--- src/rtl/mult_div_pkg.sv ---
// Shared types and constants for the multi-cycle MULT/DIV unit and the control
// unit's mult/div wait states.
package mult_div_pkg;

    localparam int DEFAULT_WIDTH = 32;

    typedef enum logic [1:0] {
        IDLE = 2'd0,
        MULT = 2'd1,
        DIV  = 2'd2,
        FIN  = 2'd3
    } state_t;

    // Operation selector, also decoded by the control unit's wait states.
    localparam logic OP_MULT = 1'b0;
    localparam logic OP_DIV  = 1'b1;

endpackage

--- src/rtl/mult_div_unit_div_seq.sv ---
// Restoring divider core: magnitudes divided one quotient bit per step, signs
// re-applied combinationally on the outputs (truncation toward zero).
module div_seq
    import mult_div_pkg::*;
#(
    parameter int WIDTH = DEFAULT_WIDTH
) (
    input  logic             clk,
    input  logic             rst,
    input  logic             load,
    input  logic             step,
    input  logic [WIDTH-1:0] dividend,
    input  logic [WIDTH-1:0] divisor,
    output logic [WIDTH-1:0] quotient,
    output logic [WIDTH-1:0] remainder,
    output logic             valid
);

    localparam int CW = $clog2(WIDTH + 1);

    logic [WIDTH-1:0] rem;
    logic [WIDTH-1:0] quo;
    logic [WIDTH-1:0] dvs;
    logic             neg_q;
    logic             neg_r;
    logic [CW-1:0]    count;

    logic [WIDTH:0]   rem_shift;
    logic [WIDTH:0]   diff;
    logic [WIDTH-1:0] abs_a;
    logic [WIDTH-1:0] abs_b;

    always_comb begin
        abs_a     = dividend[WIDTH-1] ? -dividend : dividend;
        abs_b     = divisor[WIDTH-1] ? -divisor : divisor;
        rem_shift = {rem, quo[WIDTH-1]};
        diff      = rem_shift - {1'b0, dvs};
    end

    always_ff @(posedge clk) begin
        if (rst) begin
            rem   <= '0;
            quo   <= '0;
            dvs   <= '0;
            neg_q <= 1'b0;
            neg_r <= 1'b0;
            count <= '0;
        end else if (load) begin
            rem   <= '0;
            quo   <= abs_a;
            dvs   <= abs_b;
            neg_q <= dividend[WIDTH-1] ^ divisor[WIDTH-1];
            neg_r <= dividend[WIDTH-1];
            count <= '0;
        end else if (step && !valid) begin
            // A borrow out of the trial subtraction means the divisor did not fit.
            if (diff[WIDTH]) begin
                rem <= rem_shift[WIDTH-1:0];
                quo <= {quo[WIDTH-2:0], 1'b0};
            end else begin
                rem <= diff[WIDTH-1:0];
                quo <= {quo[WIDTH-2:0], 1'b1};
            end
            count <= count + 1'b1;
        end
    end

    // -2^(W-1) / -1 wraps back to -2^(W-1) through the plain negation.
    assign quotient  = neg_q ? -quo : quo;
    assign remainder = neg_r ? -rem : rem;
    assign valid     = (count == CW'(WIDTH));

endmodule

--- src/rtl/mult_div_unit.sv ---
// Signed multi-cycle MULT (radix-2 Booth) / DIV (restoring) unit that owns the
// architectural HI/LO registers.
module mult_div_unit
    import mult_div_pkg::*;
#(
    parameter int WIDTH = DEFAULT_WIDTH
) (
    input  logic             clk,
    input  logic             rst,
    input  logic             mult_start,
    input  logic             div_start,
    input  logic [WIDTH-1:0] op_a,
    input  logic [WIDTH-1:0] op_b,
    output logic [WIDTH-1:0] hi,
    output logic [WIDTH-1:0] lo,
    output logic             busy,
    output logic             done,
    output logic             div_zero
);

    localparam int CW = $clog2(WIDTH);

    state_t             state;
    logic               op_sel;
    logic               dz_pend;
    logic [CW-1:0]      count;
    logic [WIDTH-1:0]   mcand;
    logic [2*WIDTH:0]   prod;

    logic [WIDTH:0]     addend;
    logic [WIDTH:0]     sum;
    logic [2*WIDTH:0]   booth_next;

    logic               div_load;
    logic               div_step;
    logic [WIDTH-1:0]   div_quo;
    logic [WIDTH-1:0]   div_rem;
    logic               div_valid;

    // Accumulator add is done one bit wider so the most negative multiplicand
    // cannot overflow; the shifted result always fits back into WIDTH bits.
    always_comb begin
        unique case (prod[1:0])
            2'b01:   addend = {mcand[WIDTH-1], mcand};
            2'b10:   addend = -{mcand[WIDTH-1], mcand};
            default: addend = '0;
        endcase
        sum        = {prod[2*WIDTH], prod[2*WIDTH:WIDTH+1]} + addend;
        booth_next = {sum, prod[WIDTH:1]};
    end

    assign div_load = (state == IDLE) && !mult_start && div_start;
    assign div_step = (state == DIV);

    div_seq #(
        .WIDTH(WIDTH)
    ) u_div_seq (
        .clk      (clk),
        .rst      (rst),
        .load     (div_load),
        .step     (div_step),
        .dividend (op_a),
        .divisor  (op_b),
        .quotient (div_quo),
        .remainder(div_rem),
        .valid    (div_valid)
    );

    always_ff @(posedge clk) begin
        if (rst) begin
            state    <= IDLE;
            op_sel   <= OP_MULT;
            dz_pend  <= 1'b0;
            count    <= '0;
            mcand    <= '0;
            prod     <= '0;
            hi       <= '0;
            lo       <= '0;
            busy     <= 1'b0;
            done     <= 1'b0;
            div_zero <= 1'b0;
        end else begin
            done <= 1'b0;
            unique case (state)
                IDLE: begin
                    if (mult_start) begin
                        op_sel   <= OP_MULT;
                        mcand    <= op_a;
                        prod     <= {{WIDTH{1'b0}}, op_b, 1'b0};
                        count    <= CW'(WIDTH - 1);
                        busy     <= 1'b1;
                        div_zero <= 1'b0;
                        dz_pend  <= 1'b0;
                        state    <= MULT;
                    end else if (div_start) begin
                        op_sel   <= OP_DIV;
                        count    <= CW'(WIDTH - 1);
                        busy     <= 1'b1;
                        div_zero <= 1'b0;
                        dz_pend  <= (op_b == '0);
                        state    <= (op_b == '0) ? FIN : DIV;
                    end
                end
                MULT: begin
                    prod  <= booth_next;
                    count <= count - 1'b1;
                    if (count == '0) begin
                        state <= FIN;
                    end
                end
                DIV: begin
                    count <= count - 1'b1;
                    if (count == '0) begin
                        state <= FIN;
                    end
                end
                FIN: begin
                    busy  <= 1'b0;
                    done  <= 1'b1;
                    state <= IDLE;
                    if (op_sel == OP_MULT) begin
                        hi <= prod[2*WIDTH:WIDTH+1];
                        lo <= prod[WIDTH:1];
                    end else if (dz_pend) begin
                        div_zero <= 1'b1;
                    end else if (div_valid) begin
                        hi <= div_rem;
                        lo <= div_quo;
                    end
                end
                default: state <= IDLE;
            endcase
        end
    end

endmodule

--- config.mk ---
export PLATFORM = sky130hd
export DESIGN_NAME = mult_div_unit
export DESIGN_NICKNAME = d
export VERILOG_FILES = /design/src/rtl/mult_div_pkg.sv /design/src/rtl/mult_div_unit_div_seq.sv /design/src/rtl/mult_div_unit.sv
export SDC_FILE = /design/constraint.sdc
export NUM_CORES = 1
export LEC_CHECK = 0
export ABC_AREA = 0
export BUFFER_PORTS_ARGS = -buffer_cell sky130_fd_sc_hd__buf_2
export CORE_UTILIZATION = 59
export CTS_BUF_LIST = sky130_fd_sc_hd__clkbuf_4
export DETAILED_ROUTE_END_ITERATION = 8
export PLACE_DENSITY = 0.78
export SYNTH_ARGS = -nofsm -noshare
export SYNTH_HDL_FRONTEND = slang
export SYNTH_SLANG_ARGS = --single-unit
export TNS_END_PERCENT = 20
--- constraint.sdc ---
create_clock -name clk -period 12.9 [get_ports clk]
set_clock_uncertainty 0.2 [all_clocks]
set_input_delay 3.225 -clock clk [delete_from_list [all_inputs] [get_ports clk]]
set_output_delay 3.225 -clock clk [all_outputs]
set_load 0.005 [all_outputs]
; ---- Word-level counts from Yosys, hierarchy flattened
; Index checks and enable logic that the tools add are counted.
[op_classes]
muxes = 37
n_reduce_logical = 23
n_mul = 0
shifts = 0
addsub = 9
n_eq_ne = 13
magnitude_cmp = 0
bitwise = 1
div_mod_pow = 0
[ops]
columns = operator, n
row1 = two-way mux 32 bit, 13
row2 = case mux 65 bit (2 select lines), 1
row3 = negator 32 bit, 4
row4 = case mux 33 bit (2 select lines), 1
row5 = two-way mux 65 bit, 1
row6 = adder 33 bit, 1
row7 = negator 33 bit, 1
row8 = subtractor 33 x 32 -> 33 bit, 1
row9 = logical NOT 32 bit, 1
row10 = two-way mux 1 bit, 12
row11 = AND reduction 2 bit, 6
row12 = two-way mux 5 bit, 2
row13 = case mux 5 bit (2 select lines), 1
row14 = nonzero test 2 bit, 5
row15 = != test 2 bit (second input constant), 4
row16 = adder 6 x 1 -> 6 bit (second input constant), 1
row17 = == test 2 bit (second input constant), 3
row18 = == test 6 bit (second input constant), 1
row19 = two-way mux 2 bit, 3
row20 = case mux 2 bit (3 select lines), 1
row21 = logical NOT 5 bit, 1
row22 = subtractor 5 x 1 -> 5 bit (second input constant), 1
row23 = == test 2 x 1 -> 1 bit (second input constant), 2
row24 = != test 2 x 1 -> 1 bit (second input constant), 2
row25 = 9 further kinds, 14
[totals]
latch_bits = 0
memories = 0
ff_bits = 277
wordCells = 100
in_bits = 68
ram_bits = 0
out_inout_bits = 67
romBits = 0

; ---- Longest topological paths before layout
[depth]
depth_word = 5
ltp_mapped = 22
ltp_nobuf = 22

; ---- By module
; From an unflattened synthesis, not the netlist that was laid out.
[unflattened]
cells_unflattened = 2353
area_unflattened_um2 = 18296.3
[modules_own_cells]
columns = mod, area_per_inst_um2, instances, seq_area_each_um2, cells_per_inst
row1 = mult_div_unit, 9594.2, 1, 3463.3, 1184
row2 = div_seq, 8702.1, 1, 2082.0, 1169

; ---- Worst setup path before layout
; OpenSTA, ideal clock, no wires.
[synth_timing]
path_kind = input to register
startpoint = input op_b[3]
endpoint = register u_div_seq.dvs[27]
setup_time_ns = 0.086
cell_stages = 10
t_required_ns = 12.614
arrival_time_ns = 6.631
setup_slack_ns = 5.984
n_path_buf = 0
cell_sequence = or4_1 > or2_4 > or3_4 > or4_4 > or4_1 > or4_4 > or4_4 > o41ai_2 > xor2_1 > a211oi_1
[synth_between]
elab_chain_cells = 2
[synth_rtl]
columns = element, line
row1 = "start, declared", mult_div_unit.sv:13  ; input logic [WIDTH-1:0] op_b,
row2 = negator 32 bit, mult_div_unit_div_seq.sv:35  ; abs_b = divisor[WIDTH-1] ? -divisor : divisor;
row3 = two-way mux 32 bit, mult_div_unit_div_seq.sv:35
row4 = "end signal, assigned", mult_div_unit_div_seq.sv:51  ; dvs <= abs_b;
row5 = "end, declared", mult_div_unit_div_seq.sv:23  ; logic [WIDTH-1:0] dvs;
; Every way passes these cells.
; A chain may end at the register's enable or synchronous reset.

; ---- Worst setup path in the final report
; Same ends and word-level chain as after synthesis.

==> results.toml <==
[pwr]
internal_power_mw = 2.24
pwr-share-comb = 0.524
seq_power_share = 0.293
peakVddDrop_mv = 0.199
p_per_area_nw_per_um2 = 214
p_leak_nw = 7.66
net-switching-power_mw = 1.96
switching_share = 0.466
p_total_mw = 4.20
p_clk_frac = 0.183

[cts]
cts-resized-gates = 0
cts_buffers = 76
cts_num_sinks = 277
ctsLongestPathBuffers = 3
ctsHoldBuffers = 0
root_buffer = "clkbuf_4"
htreeDepth = 3
path_clk_slew_ps = 60
cts_tree = "built"
worstSkewPairLatency_ps = 730
cts_setup_buffers = 0

[drt]
wl_per_cell_um = 18.4
wl_um = 53500
via_count = 17800
dr.first_iter.drc_count = 1489
first_pass_iters = 6
drc = 0
ant_nets = 0
viasPerCell = 6.12

[synthesis]
synth_area_leader_cell = "dfxtp_1"
ys_async_sr_fraction = 0
ys_types = 67
synth_area_leaders = "dfxtp_1, nor2_1, nand2_1"
ys_warn_count = 0
netlist_area_um2 = 17900
syn_inst = 2387
syn_nets = 2536
synth_edf_count = 0
synth_top_area_frac = 0.309
syn_area_per_cell_um2 = 7.51
synth_ff_type = "dfxtp_1"
seq_area_frac_synth = 0.309
ys_seq_elements = 277

[floorplan]
design.die.area_um2 = 31100
io-pin-count = 135
die_height_um = 176
start_util = 0.602
die_width_um = 176
core_um2 = 29800
rows = 63

[layout]
fill_cells = 2667
area_growth_pct = 9.22
finish.utilization = 0.657
layout-drive-gt1-share = 0.117
nets = 2612

[global_route]
grt_pass1_vias = 16200
grtUsageTotal = 0.338
grt_pass1_wl_um = 83800
grt_overflow = 0
grt_start_max_net_pins = 115
antenna_found_initial = 2

[setup_path]
critPathSlowestCell = "or4_1"
cp_common_cell = "or4_4"
cp.arrival_ps = 6960
required_ps = 13330
end_kind = "register"
path_cells = "buf_2, or4_1, or2_4, or3_4, or4_4, or4_1, or4_4, or4_4, o41ai_2, xor2_1, a211oi_1"
slowest_delay_ps = 550
worstSetupPathType = "in2reg"
critPathLaunchType = "input pin"
critPathMaxFanout = 6
reg2reg_setup_slack_ps = 7150
path_buf_inv = 1
crit_family = "simple AND/OR/NAND/NOR gates"

[timing]
rsz0062_at_grt = "no"
finalSetupTns_ps = 0
fin_crit_sh = 0.507
min_period_ps = 6540
setup_violations = 0
hold_violations = 0
relSlewSlack = 0.177
fmax_mhz = 153
slew_viol_final = 0
worstMarginPinSlew_ps = 1230

[place]
dp.final_hpwl_um = 39100
portBuffers = 134
place.gp.congestion = 0.955

[worst_hold_path]
hp-class = "reg2reg"

[job]
drv_cap = 0

[outcome]
outcome = "complete, no violations"
state kept, by name, summed over array words and instances, names as in the netlist:
register         count
done                 1
prod                65
hi                  32
u_div_seq.count      6
u_div_seq.quo       32
state                2
dz_pend              1
op_sel               1
count                5
busy                 1
u_div_seq.rem       32
lo                  32
u_div_seq.dvs       32
mcand               32
div_zero             1
u_div_seq.neg_q      1
u_div_seq.neg_r      1
routing by layer:
| layer | wire (µm) | part of all wire | up-vias | global-route usage |
|---|---|---|---|---|
| met5 | 0 | 0 | - | 0 |
| met4 | 2300 | 0.043 | 0 | 0.154 |
| met3 | 3680 | 0.069 | 140 | 0.0596 |
| met2 | 24400 | 0.46 | 673 | 0.546 |
| met1 | 23100 | 0.43 | 8247 | 0.440 |
| li1 | - | - | 8713 | - |
Yosys cell counts, types with 11 or more instances:
cell type	instances
nand4_1	11
xor2_1	102
dfxtp_1	277
o211ai_1	21
nor2_1	330
nor2b_1	11
o31ai_1	34
a211oi_1	137
mux2i_1	69
o21ai_0	120
xnor2_1	69
and3_1	11
nor3_1	45
nand2b_1	20
ha_1	79
a21oi_1	210
a21o_1	21
buf_1	17
clkbuf_1	134
o41ai_1	17
inv_1	87
nand3_1	39
a311oi_1	44
or4_1	24
nand2_1	299
or3_1	24
kinds of logic (layout without fill, tap and decap cells):
| logic type | after synthesis | in the layout | synth area share |
|---|---|---|---|
| xor gates and xnor gates | 171 | 171 | 0.0835 |
| adders and majority gates | 81 | 81 | 0.0574 |
| other | 0 | 2 | 0 |
| muxes | 70 | 70 | 0.0391 |
| buffers and inverters | 240 | 365 | 0.0502 |
| AOI/OAI and AO/OA | 684 | 684 | 0.248 |
| DFF | 277 | 277 | 0.309 |
| and+or+nand+nor | 864 | 864 | 0.213 |
worst register-to-register path: stages, from the launching register on:
cell,delay [ps]
dfxtp_1,400
inv_1,90
ha_1,520
clkinv_1,680
a211oi_1,580
ha_1,260
inv_1,60
fa_1,370
nand2b_1,180
a21boi_0,310
o211ai_1,130
a31oi_1,480
a31oi_1,280
a21boi_0,330
o21ba_2,190
o21ai_0,130
mux2i_1,150
a221o_1,260
per-stage QoR:
stage | hold slack (ps) | cell area [µm²] | std cells | setup slack (ps)
floorplan | 241 | 17900 | 2387 | 5980
global placement | 245 | 18700 | 2775 | 5700
detailed placement | 254 | 18700 | 2775 | 5670
CTS | 262 | 19600 | 2902 | 6440
global route | 276 | 19600 | 2904 | 6220
finish | 262 | 19600 | 2904 | 6360
area by class of cell:
| cell class | count | area, µm² | share of cell area |
|---|---|---|---|
| tap | 390 | 488 | 0.0249 |
| clock inverter | 18 | 90.1 | 0.00460 |
| multi-input combinational | 1870 | 11500 | 0.588 |
| sequential | 277 | 5550 | 0.283 |
| inverter | 89 | 334 | 0.0171 |
| timing repair buffer | 149 | 790 | 0.0403 |
| clock buffer | 109 | 818 | 0.0418 |
| antenna | 2 | 5.00 | 0.000256 |
worst paths after layout:
check                       to  cells past startpoint    start
max          u_div_seq.dvs[27]                     11  op_b[3]
min                      hi[6]                      2    hi[6]
max reg2reg           prod[58]                     17  prod[1]
min reg2reg              hi[6]                      2    hi[6]
placed cells by master (no fill, tap or decap), types with 10 or more instances in the layout:
| cell type | n |
|---|---|
| xor2_1 | 102 |
| nor2_1 | 330 |
| o211ai_1 | 21 |
| o21ai_0 | 119 |
| nand2b_1 | 20 |
| o21a_1 | 10 |
| mux2i_1 | 69 |
| clkbuf_4 | 109 |
| nor3_1 | 45 |
| nor4_1 | 10 |
| inv_1 | 87 |
| buf_4 | 15 |
| a21oi_1 | 210 |
| or4_1 | 24 |
| xnor2_1 | 69 |
| nand4_1 | 11 |
| nand3_1 | 39 |
| o31ai_1 | 34 |
| o41ai_1 | 17 |
| ha_1 | 78 |
| a21o_1 | 21 |
| dfxtp_1 | 276 |
| or3_1 | 24 |
| buf_2 | 133 |
| and3_1 | 11 |
| a311oi_1 | 44 |
| a211oi_1 | 137 |
| nor2b_1 | 11 |
| nand2_1 | 297 |
| clkinv_1 | 11 |
power by group through the flow:
stage	clock [mW]	sequential, mW	combinational (mW)
2_1_floorplan	0	1.14	1.74
3_3_place_gp	0	1.23	2.11
3_5_place_dp	0	1.24	2.16
4_1_cts	0.781	1.22	2.17
5_1_grt	0.825	1.25	2.42
6_report	0.768	1.23	2.20
No activity file was read; power rests on OpenSTA's default activity.
